===== config.mk =====
export PLATFORM = sky130hd
export DESIGN_NAME = vga_timing_gen_flat
export DESIGN_NICKNAME = d
export VERILOG_FILES = /design/src/rtl/vga_timing_pkg.sv /design/src/rtl/vga_timing_gen_if.sv /design/src/rtl/vga_axis_counter.sv /design/src/rtl/vga_timing_gen.sv /design/src/flat_wrapper.sv
export SDC_FILE = /design/constraint.sdc
export NUM_CORES = 1
export LEC_CHECK = 0
export BUFFER_PORTS_ARGS = -buffer_cell sky130_fd_sc_hd__buf_2
export CORE_MARGIN = 2
export CORE_UTILIZATION = 50
export DETAILED_ROUTE_END_ITERATION = 7
export PLACE_DENSITY_LB_ADDON = 0.3
export SYNTH_ARGS = -nofsm -noshare
export SYNTH_HDL_FRONTEND = slang
export SYNTH_SLANG_ARGS = --single-unit
export TNS_END_PERCENT = 50

===== constraint.sdc =====
create_clock -name clk -period 2.65 [get_ports clk]
set_clock_uncertainty 0.05 [all_clocks]
set_input_delay 0.1325 -clock clk [delete_from_list [all_inputs] [get_ports clk]]
set_output_delay 0.1325 -clock clk [all_outputs]
set_load 0.05 [all_outputs]

===== src/rtl/vga_timing_pkg.sv =====
// Default 640x480@60 timing constants and the width helper shared by the
// VGA timing generator files.
package vga_timing_pkg;

  localparam int DEF_H_ACTIVE = 640;
  localparam int DEF_H_FRONT  = 16;
  localparam int DEF_H_SYNC   = 96;
  localparam int DEF_H_BACK   = 48;
  localparam int DEF_V_ACTIVE = 480;
  localparam int DEF_V_FRONT  = 10;
  localparam int DEF_V_SYNC   = 2;
  localparam int DEF_V_BACK   = 33;

  // Bits needed to hold 0..value-1; never less than one bit.
  function automatic int clog2(input int value);
    int w;
    int v;
    w = 0;
    v = value - 1;
    while (v > 0) begin
      w++;
      v = v >> 1;
    end
    return (w == 0) ? 1 : w;
  endfunction

endpackage


===== src/rtl/vga_timing_gen_if.sv =====
// Pixel-enable input and the fetch/sync outputs of the VGA timing generator.
// fetchValid qualifies column/row; there is no back-pressure.
interface vga_timing_gen_if #(
  parameter int COL_W = 10,
  parameter int ROW_W = 9
);
  logic             clkDiv;
  logic             hSync;
  logic             vSync;
  logic             displayActive;
  logic             fetchValid;
  logic [COL_W-1:0] column;
  logic [ROW_W-1:0] row;
  logic             lineStart;
  logic             frameStart;

  modport master (
    input  clkDiv,
    output hSync, vSync, displayActive, fetchValid, column, row, lineStart, frameStart
  );

  modport slave (
    output clkDiv,
    input  hSync, vSync, displayActive, fetchValid, column, row, lineStart, frameStart
  );
endinterface


===== src/rtl/vga_axis_counter.sv =====
// One timing axis: a wrapping count plus active/sync decode, regions ordered
// active, front porch, sync, back porch from count 0.
module vga_axis_counter
  import vga_timing_pkg::*;
#(
  parameter int ACTIVE = DEF_H_ACTIVE,
  parameter int FRONT  = DEF_H_FRONT,
  parameter int SYNC   = DEF_H_SYNC,
  parameter int BACK   = DEF_H_BACK,
  parameter bit POL    = 1'b0,
  localparam int TOTAL = ACTIVE + FRONT + SYNC + BACK,
  localparam int W     = clog2(TOTAL)
) (
  input  logic         clk,
  input  logic         rst,
  input  logic         en,
  output logic [W-1:0] count,
  output logic         wrap,
  output logic         active,
  output logic         sync
);
  localparam int SYNC_START = ACTIVE + FRONT;
  localparam int SYNC_END   = SYNC_START + SYNC;

  logic [31:0] count_ext;
  logic        in_sync;

  // Region compares done at 32 bits so a sync region ending exactly at 2**W
  // cannot alias to zero.
  assign count_ext = 32'(count);
  assign wrap      = en && (count_ext == 32'(TOTAL - 1));
  assign active    = count_ext < 32'(ACTIVE);
  assign in_sync   = (count_ext >= 32'(SYNC_START)) && (count_ext < 32'(SYNC_END));
  assign sync      = in_sync ? POL : ~POL;

  always_ff @(posedge clk or posedge rst) begin
    if (rst) begin
      count <= '0;
    end else if (en) begin
      count <= wrap ? '0 : count + 1'b1;
    end
  end

endmodule


===== src/rtl/vga_timing_gen.sv =====
// VGA timing generator: fetch-side coordinates with strobes, and sync/active
// outputs delayed LEAD pixel slots so a fetch pipeline can run ahead.
module vga_timing_gen
  import vga_timing_pkg::*;
#(
  parameter int H_ACTIVE = DEF_H_ACTIVE,
  parameter int H_FRONT  = DEF_H_FRONT,
  parameter int H_SYNC   = DEF_H_SYNC,
  parameter int H_BACK   = DEF_H_BACK,
  parameter int V_ACTIVE = DEF_V_ACTIVE,
  parameter int V_FRONT  = DEF_V_FRONT,
  parameter int V_SYNC   = DEF_V_SYNC,
  parameter int V_BACK   = DEF_V_BACK,
  parameter bit H_POL    = 1'b0,
  parameter bit V_POL    = 1'b0,
  parameter int LEAD     = 0,
  parameter int COL_W    = 10,
  parameter int ROW_W    = 9
) (
  input logic              clk,
  input logic              rst,
  vga_timing_gen_if.master vga
);
  localparam int H_W = clog2(H_ACTIVE + H_FRONT + H_SYNC + H_BACK);
  localparam int V_W = clog2(V_ACTIVE + V_FRONT + V_SYNC + V_BACK);

  logic [H_W-1:0] h_count;
  logic [V_W-1:0] v_count;
  logic           h_wrap, h_active, h_sync;
  logic           v_wrap, v_active, v_sync;
  logic           raw_active;
  logic           hs_tail, vs_tail, da_tail;
  logic           frame_seen;

  vga_axis_counter #(
    .ACTIVE(H_ACTIVE), .FRONT(H_FRONT), .SYNC(H_SYNC), .BACK(H_BACK), .POL(H_POL)
  ) u_h_axis (
    .clk(clk), .rst(rst), .en(vga.clkDiv),
    .count(h_count), .wrap(h_wrap), .active(h_active), .sync(h_sync)
  );

  vga_axis_counter #(
    .ACTIVE(V_ACTIVE), .FRONT(V_FRONT), .SYNC(V_SYNC), .BACK(V_BACK), .POL(V_POL)
  ) u_v_axis (
    .clk(clk), .rst(rst), .en(h_wrap),
    .count(v_count), .wrap(v_wrap), .active(v_active), .sync(v_sync)
  );

  assign raw_active = h_active && v_active;

  if (LEAD > 0) begin : g_lead
    logic [LEAD-1:0] hs_q, vs_q, da_q;

    always_ff @(posedge clk or posedge rst) begin
      if (rst) begin
        hs_q <= {LEAD{~H_POL}};
        vs_q <= {LEAD{~V_POL}};
        da_q <= '0;
      end else if (vga.clkDiv) begin
        hs_q <= LEAD'({hs_q, h_sync});
        vs_q <= LEAD'({vs_q, v_sync});
        da_q <= LEAD'({da_q, raw_active});
      end
    end

    assign hs_tail = hs_q[LEAD-1];
    assign vs_tail = vs_q[LEAD-1];
    assign da_tail = da_q[LEAD-1];
  end else begin : g_no_lead
    assign hs_tail = h_sync;
    assign vs_tail = v_sync;
    assign da_tail = raw_active;
  end

  // frame_seen keeps frameStart quiet for the (0,0) slot right after reset;
  // it arms on the first full-frame wrap.
  always_ff @(posedge clk or posedge rst) begin
    if (rst) begin
      vga.hSync         <= ~H_POL;
      vga.vSync         <= ~V_POL;
      vga.displayActive <= 1'b0;
      vga.fetchValid    <= 1'b0;
      vga.column        <= '0;
      vga.row           <= '0;
      vga.lineStart     <= 1'b0;
      vga.frameStart    <= 1'b0;
      frame_seen        <= 1'b0;
    end else begin
      vga.lineStart  <= 1'b0;
      vga.frameStart <= 1'b0;
      if (vga.clkDiv) begin
        if (v_wrap) frame_seen <= 1'b1;
        vga.fetchValid    <= raw_active;
        vga.column        <= raw_active ? COL_W'(h_count) : '0;
        vga.row           <= raw_active ? ROW_W'(v_count) : '0;
        vga.lineStart     <= (h_count == '0);
        vga.frameStart    <= (h_count == '0) && (v_count == '0) && frame_seen;
        vga.hSync         <= hs_tail;
        vga.vSync         <= vs_tail;
        vga.displayActive <= da_tail;
      end
    end
  end

endmodule


===== src/flat_wrapper.sv =====
// flat-port wrapper written by rule: the top's interface ports become plain ports
module vga_timing_gen_flat import vga_timing_pkg::*;
#(
  parameter int H_ACTIVE = DEF_H_ACTIVE,
  parameter int H_FRONT  = DEF_H_FRONT,
  parameter int H_SYNC   = DEF_H_SYNC,
  parameter int H_BACK   = DEF_H_BACK,
  parameter int V_ACTIVE = DEF_V_ACTIVE,
  parameter int V_FRONT  = DEF_V_FRONT,
  parameter int V_SYNC   = DEF_V_SYNC,
  parameter int V_BACK   = DEF_V_BACK,
  parameter bit H_POL    = 1'b0,
  parameter bit V_POL    = 1'b0,
  parameter int LEAD     = 0,
  parameter int COL_W    = 10,
  parameter int ROW_W    = 9
)
  (clk, rst, vga_clkDiv, vga_hSync, vga_vSync, vga_displayActive, vga_fetchValid, vga_column, vga_row, vga_lineStart, vga_frameStart);
  vga_timing_gen_if #(.COL_W(COL_W), .ROW_W(ROW_W)) vga_i ();
  input logic clk;
  input logic rst;
  input wire logic [$bits(vga_i.clkDiv)-1:0] vga_clkDiv;
  output wire logic [$bits(vga_i.hSync)-1:0] vga_hSync;
  output wire logic [$bits(vga_i.vSync)-1:0] vga_vSync;
  output wire logic [$bits(vga_i.displayActive)-1:0] vga_displayActive;
  output wire logic [$bits(vga_i.fetchValid)-1:0] vga_fetchValid;
  output wire logic [$bits(vga_i.column)-1:0] vga_column;
  output wire logic [$bits(vga_i.row)-1:0] vga_row;
  output wire logic [$bits(vga_i.lineStart)-1:0] vga_lineStart;
  output wire logic [$bits(vga_i.frameStart)-1:0] vga_frameStart;
  assign vga_i.clkDiv = vga_clkDiv;
  assign vga_hSync = vga_i.hSync;
  assign vga_vSync = vga_i.vSync;
  assign vga_displayActive = vga_i.displayActive;
  assign vga_fetchValid = vga_i.fetchValid;
  assign vga_column = vga_i.column;
  assign vga_row = vga_i.row;
  assign vga_lineStart = vga_i.lineStart;
  assign vga_frameStart = vga_i.frameStart;
  vga_timing_gen #(.H_ACTIVE(H_ACTIVE), .H_FRONT(H_FRONT), .H_SYNC(H_SYNC), .H_BACK(H_BACK), .V_ACTIVE(V_ACTIVE), .V_FRONT(V_FRONT), .V_SYNC(V_SYNC), .V_BACK(V_BACK), .H_POL(H_POL), .V_POL(V_POL), .LEAD(LEAD), .COL_W(COL_W), .ROW_W(ROW_W)) u_core (.clk(clk), .rst(rst), .vga(vga_i));
endmodule

==> impl_metrics.env, run 1 <==
export IMPL_whs_ns=0.133
export IMPL_pwr_share_clk_pct=27.2
export IMPL_path_clk_slew_ns=0.08
export IMPL_area_growth_pct=11.7
export IMPL_ys_flop_type="dfrtp_1"
export IMPL_post_route_drc_count=0
export IMPL_avgSynthCellArea_sq_um=11.2
export IMPL_p_leak_nw=1.11
export IMPL_cts_resized=0
export IMPL_grt_pass1_vias=1437
export IMPL_die_area_sq_mm=0.00464
export IMPL_status="finished clean"
export IMPL_antenna_left=0
export IMPL_drive_above_1_share_pct=21.1
export IMPL_clock_sinks=45
export IMPL_power_density_mw_per_mm2=787
export IMPL_worstSetupStartpoint="u_core.u_h_axis.count[5]"
export IMPL_initial_core_util_pct=51.8
export IMPL_period_share_pct=81.0
export IMPL_wl_per_cell_um=16.4
export IMPL_nets=211
export IMPL_startpoint_type="flop"
export IMPL_power_frac_comb_pct=23.0
export IMPL_tritoncts="built"
export IMPL_ys_ff_latch=45
export IMPL_slew_limit_headroom_pct=58.8
export IMPL_grt_overflow=0
export IMPL_diodes=0
export IMPL_hold_viol=0
export IMPL_antenna_found_initial=0
export IMPL_rsz0062_at_grt="no"
export IMPL_vdd_drop_max_v=0.000306
export IMPL_synth_edf_count=0
export IMPL_end_kind="flop"
export IMPL_drt_pass1_iterations=4
export IMPL_synthAdderAreaFrac_pct=2.43
export IMPL_grt_first_pass_wirelength_um=6830
export IMPL_setup_tns_ns=0
export IMPL_crit_path_end="u_core.u_v_axis.count[4]"
export IMPL_final_core_util_pct=57.8
export IMPL_r2r_slack_ns=0.50
export IMPL_grt_usage_pct=20.1
export IMPL_synth_compound_gate_area_share_pct=14.0
export IMPL_place_hpwl_um=2930
export IMPL_seq_power_share_pct=49.7
export IMPL_final_cell_mix="dfrtp_1, buf_2, a22o_1"
export IMPL_rr_endpoint="u_core.u_v_axis.count[4]"
export IMPL_async_reset_ff_share_pct=100
export IMPL_synth_mux_area_share_pct=2.07
export IMPL_final_common_cell="dfrtp_1"
export IMPL_yosysSeqAreaShare_pct=54.9
export IMPL_holdCritPathClass="primary input to flop"
export IMPL_synth_nets=191
export IMPL_r2r_start="u_core.u_h_axis.count[5]"
export IMPL_cp_required_ns=2.79
export IMPL_clock_latency_ns=0.29
export IMPL_ys_types=40
export IMPL_p_int_mw=1.18
export IMPL_synthXorXnorAreaFrac_pct=4.26
export IMPL_cts_buffer_depth=2
export IMPL_drv_slew=0
export IMPL_cp_arrival_ns=2.28
export IMPL_cap_violations=0
export IMPL_gp_congestion=0.880
export IMPL_worstPathCellList="or4b_4 -> nor3_4 -> nand4_1 -> mux2_2"
export IMPL_cp_max_fo=13
export IMPL_grt_max_degree=46
export IMPL_drt_wl_total_um=4180
export IMPL_vias=1531
export IMPL_cts_htree_levels=2
export IMPL_r2r_cells=4
export IMPL_yosys_area_share_simple_pct=17.2
export IMPL_synthCells=184
export IMPL_p_sw_mw=0.627
export IMPL_ios=28
export IMPL_via_per_inst=6.03
export IMPL_syn_cell_area_sq_mm=0.00206
export IMPL_finalCriticalPeriod_ns=2.15
export IMPL_die_w_um=68.1
export IMPL_core_area_sq_mm=0.00397
export IMPL_synth_top_family_by_area="simple AND/OR/NAND/NOR gates"
export IMPL_worst_pin_slew_ns=0.618
export IMPL_cpPeakStageDelay_ns=0.62
export IMPL_cts_buffers=5
export IMPL_crit_type="flop to flop"
export IMPL_cts_root_buf="clkbuf_8"
export IMPL_drtIter0Drc=159
export IMPL_numPortBuffers=27
export IMPL_slowest_stage="or4b_4"
export IMPL_die_h_um=68.1
export IMPL_fmax_mhz=466
export IMPL_setup_viol=0
export IMPL_yosys_warnings=0
export IMPL_swShare_pct=34.7
export IMPL_num_rows=23
export IMPL_min_from="vga_clkDiv"
## cells by family after synthesis
family                     Yosys count
and+or+nand+nor                     60
DFF                                 45
AOI/OAI and AO/OA                   38
buffers and inverters               23
xor gates and xnor gates            10
muxes                                4
adders and majority gates            4
## layout make-up
class                   count  area, sq um
fillers                   346         1680
clock inverters             2         35.0
clock buffers               5         68.8
multi-input cells         116          822
well taps                  50         62.6
inverters                   7         26.3
flip-flops and latches     45         1130
repair buffers             29          153
## worst min path at each step
stage,slack [ns],end,cells after the start
2_1_floorplan,0.35,u_core.vga.lineStart,3
3_3_place_gp,0.24,u_core.vga.row[5],3
3_5_place_dp,0.26,u_core.vga.row[7],3
4_1_cts,0.12,u_core.vga.hSync,3
5_1_grt,0.19,u_core.vga.hSync,3
6_report,0.13,u_core.vga.hSync,3
## per-layer routing
metal	wire [um]	vias to the layer above	track usage (%)
met5	0	-	0
met4	51	0	8.50
met3	290	6	5.26
met2	1880	70	29.9
met1	1960	744	27.9
li1	-	711	-
## power groups by stage
stage          sequential (mW)  combinational [mW]  clock (mW)
2_1_floorplan            0.995               0.231           0
3_3_place_gp             0.901               0.413           0
3_5_place_dp             0.907               0.420           0
4_1_cts                  0.894               0.422       0.505
5_1_grt                  0.912               0.462       0.536
6_report                 0.899               0.416       0.492
## what timing repair did
action,CTS,global route
hold endpoints to repair,43,0
setup buffers,0,0
hold buffers,1,0
## critical path: cells and delay by family, from the launching register on
kind          cells  cell delay, ns
mux               1            0.29
simple gates      3            1.21
flops             1            0.49
## sequential cells by signal (all words and copies together) (netlist names)
name / flops
u_core.vga.frameStart: 1
u_core.u_v_axis.count: 10
u_core.vga.hSync: 1
u_core.vga.row: 9
u_core.frame_seen: 1
u_core.vga.column: 10
u_core.vga.lineStart: 1
u_core.vga.vSync: 1
u_core.u_h_axis.count: 10
u_core.vga.displayActive: 1
## cell usage after synthesis (all sizes together) (2+ instances only)
cell type,count,area [sq um]
o21ai,4,20.0
mux2,2,22.5
a31oi,2,12.5
a22o,18,158
buf,6,40.0
nand2,9,33.8
xor2,2,17.5
inv,7,26.3
clkbuf,10,38.8
a41oi,2,17.5
nor3,7,46.3
and4,3,26.3
a21oi,5,25.0
nand3,9,45.0
xnor2,8,70.1
nand4,8,50.1
nor2,9,33.8
dfstp,2,52.6
a21o,3,22.5
dfrtp,43,1080
ha,4,50.1
mux2i,2,20.0
and3,5,31.3
nor4,4,31.3
## per-stage QoR
stage                     cells  power, mW  area, sq um  worst slack, ns
after CTS                   254       1.82         2300            0.510
after detailed placement    246       1.33         2180            0.532
after global routing        254       1.91         2300            0.403
after floorplan             184       1.23         2060            0.728
after global placement      246       1.31         2180            0.573
final                       254       1.81         2300            0.504
Power figures use the tool's default switching activity.
==> inputs of run 2 (changes only) <==
clock period = 2.1 ns   (was 2.65 ns; I/O delays follow)
==> run 2 against run 1 <==
  * Fmax grew 12%
  * Register-to-register slack lost 0.32 ns
  * Clock-buffer cell count grew 2
  * Largest cell class unchanged
  * Critical path type unchanged
  * Critical path depth is the same
  * Hold slack lost 0.015 ns
  * Combinational power grew 57%
  * Global-route usage grew 1.5 points
  * Setup slack lost 0.32 ns
  * Power grew 32%
  * Sequential cell count is the same
  * Core utilization grew 2.0 points
  * Sequential power grew 18%
==> impl_metrics.env, run 2 (synthesized netlist as in run 1, its figures left out) <==
export IMPL_die_area_sq_mm=0.00464
export IMPL_cpPeakStageDelay_ns=0.58
export IMPL_area_growth_pct=15.6
export IMPL_crit_type="flop to flop"
export IMPL_reg_largest_list="u_core.u_h_axis.count (10), u_core.u_v_axis.count (10), u_core.vga.column (10)"
export IMPL_grt_overflow=0
export IMPL_holdCritPathClass="primary input to flop"
export IMPL_p_leak_nw=1.17
export IMPL_wl_per_cell_um=16.9
export IMPL_end_kind="flop"
export IMPL_fin_ws_ns=0.180
export IMPL_post_route_drc_count=0
export IMPL_clock_sinks=45
export IMPL_cp_required_ns=2.24
export IMPL_dpl_worst_slack_ns=0.184
export IMPL_vias=1575
export IMPL_grt_max_degree=46
export IMPL_drive_above_1_share_pct=24.3
export IMPL_r2r_start="u_core.u_h_axis.count[5]"
export IMPL_cap_violations=0
export IMPL_cts_buffers=5
export IMPL_numPortBuffers=27
export IMPL_p_total_mw=2.39
export IMPL_num_rows=23
export IMPL_rsz0062_at_grt="no"
export IMPL_grt_first_pass_wirelength_um=7190
export IMPL_cp_max_fo=8
export IMPL_gp_congestion=0.878
export IMPL_slowest_stage="or4b_4"
export IMPL_critPathBufInv=0
export IMPL_min_from="vga_clkDiv"
export IMPL_die_h_um=68.1
export IMPL_grt_use_met1_pct=27.3
export IMPL_fillers=339
export IMPL_grt_pass1_vias=1527
export IMPL_use_met2_pct=34.5
export IMPL_busiest_layer="met2"
export IMPL_cts_resized=0
export IMPL_setup_tns_ns=0
export IMPL_setup_viol=0
export IMPL_worstPathCellList="or4b_4 -> nor3_4 -> nand4_1 -> mux2_2"
export IMPL_cp_arrival_ns=2.06
export IMPL_via_per_inst=5.97
export IMPL_antenna_left=0
export IMPL_ios=28
export IMPL_path_clk_slew_ns=0.08
export IMPL_cts_root_buf="clkbuf_8"
export IMPL_cts_buffer_depth=2
export IMPL_tritoncts="built"
export IMPL_multi_input_area_sq_um=822
export IMPL_worst_pin_slew_ns=0.572
export IMPL_drt_wl_total_um=4460
export IMPL_final_cell_mix="dfrtp_1, buf_2, a22o_1"
export IMPL_fmax_mhz=521
export IMPL_diodes=0
export IMPL_drtIter0Drc=157
export IMPL_grt_use_met3_pct=6.58
export IMPL_power_density_mw_per_mm2=1010
export IMPL_slew_limit_headroom_pct=61.8
export IMPL_vdd_drop_max_v=0.000425
export IMPL_grt_usage_pct=21.6
export IMPL_antenna_found_initial=0
export IMPL_drv_slew=0
export IMPL_place_hpwl_um=3170
export IMPL_cts_htree_levels=2
export IMPL_clock_latency_ns=0.30
export IMPL_final_common_cell="dfrtp_1"
export IMPL_regArea_sq_mm=0.00113
export IMPL_nets=220
export IMPL_hold_viol=0
export IMPL_die_w_um=68.1
export IMPL_period_share_pct=91.4
export IMPL_status="finished clean"
export IMPL_crit_family="simple AND/OR/NAND/NOR gates"
export IMPL_drt_pass1_iterations=4
export IMPL_worstSetupStartpoint="u_core.u_h_axis.count[5]"
export IMPL_initial_core_util_pct=51.8
export IMPL_finalCriticalPeriod_ns=1.92
export IMPL_core_area_sq_mm=0.00397
export IMPL_startpoint_type="flop"
[run 2: cell type report]
| class | count | share of cell area (%) |
|---|---|---|
| Sequential cell | 45 | 47.5 |
| Multi-Input combinational cell | 116 | 34.6 |
| Timing Repair Buffer | 38 | 9.27 |
| Clock buffer | 7 | 3.63 |
| Tap cell | 50 | 2.63 |
| Clock inverter | 1 | 1.26 |
| Inverter | 7 | 1.11 |
[run 2: per-layer routing]
layer  wire length (um)  vias to the layer above
li1                   -                      729
met1               1960                      772
met2               2130                       65
met3                305                        9
met4                 65                        0
met5                  0                        -
[run 2: repair_timing]
action / in CTS / in global routing
setup buffers: 0 / 0
endpoints found under the setup margin: 0 / 0
endpoints found under the hold margin: 43 / 0
hold buffers: 1 / 0
[run 2: where the power goes]
group | total (mW) | switching [mW] | internal [mW]
Sequential | 1.06 | 0.0848 | 0.978
Combinational | 0.652 | 0.436 | 0.216
Clock | 0.676 | 0.288 | 0.388
[run 2: through the flow]
step                      area (sq um)  hold slack (ns)  std cells  utilization (%)
final                             2380            0.118        264             59.8
after global routing              2380            0.150        264             59.8
after CTS                         2380            0.106        264             59.8
after detailed placement          2250            0.223        255             56.6
after global placement            2250            0.212        255             56.6
after floorplan                   2060            0.324        184                -
[run 2: final timing paths]
check	slack, ns	to	cells past startpoint
worst max-delay path	0.18	u_core.u_v_axis.count[4]	4
worst min-delay path	0.12	u_core.vga.vSync	3
worst max register to register	0.18	u_core.u_v_axis.count[4]	4
worst min register to register	0.43	u_core.frame_seen	1
max in group asynchronous	1.18	u_core.vga.hSync	4
min in group asynchronous	0.43	u_core.vga.row[1]	4
[run 2: worst min-delay path, cell delays in order]
cell and delay, ns:
buf_2 0.19, nor2_1 0.13, a41oi_1 0.05
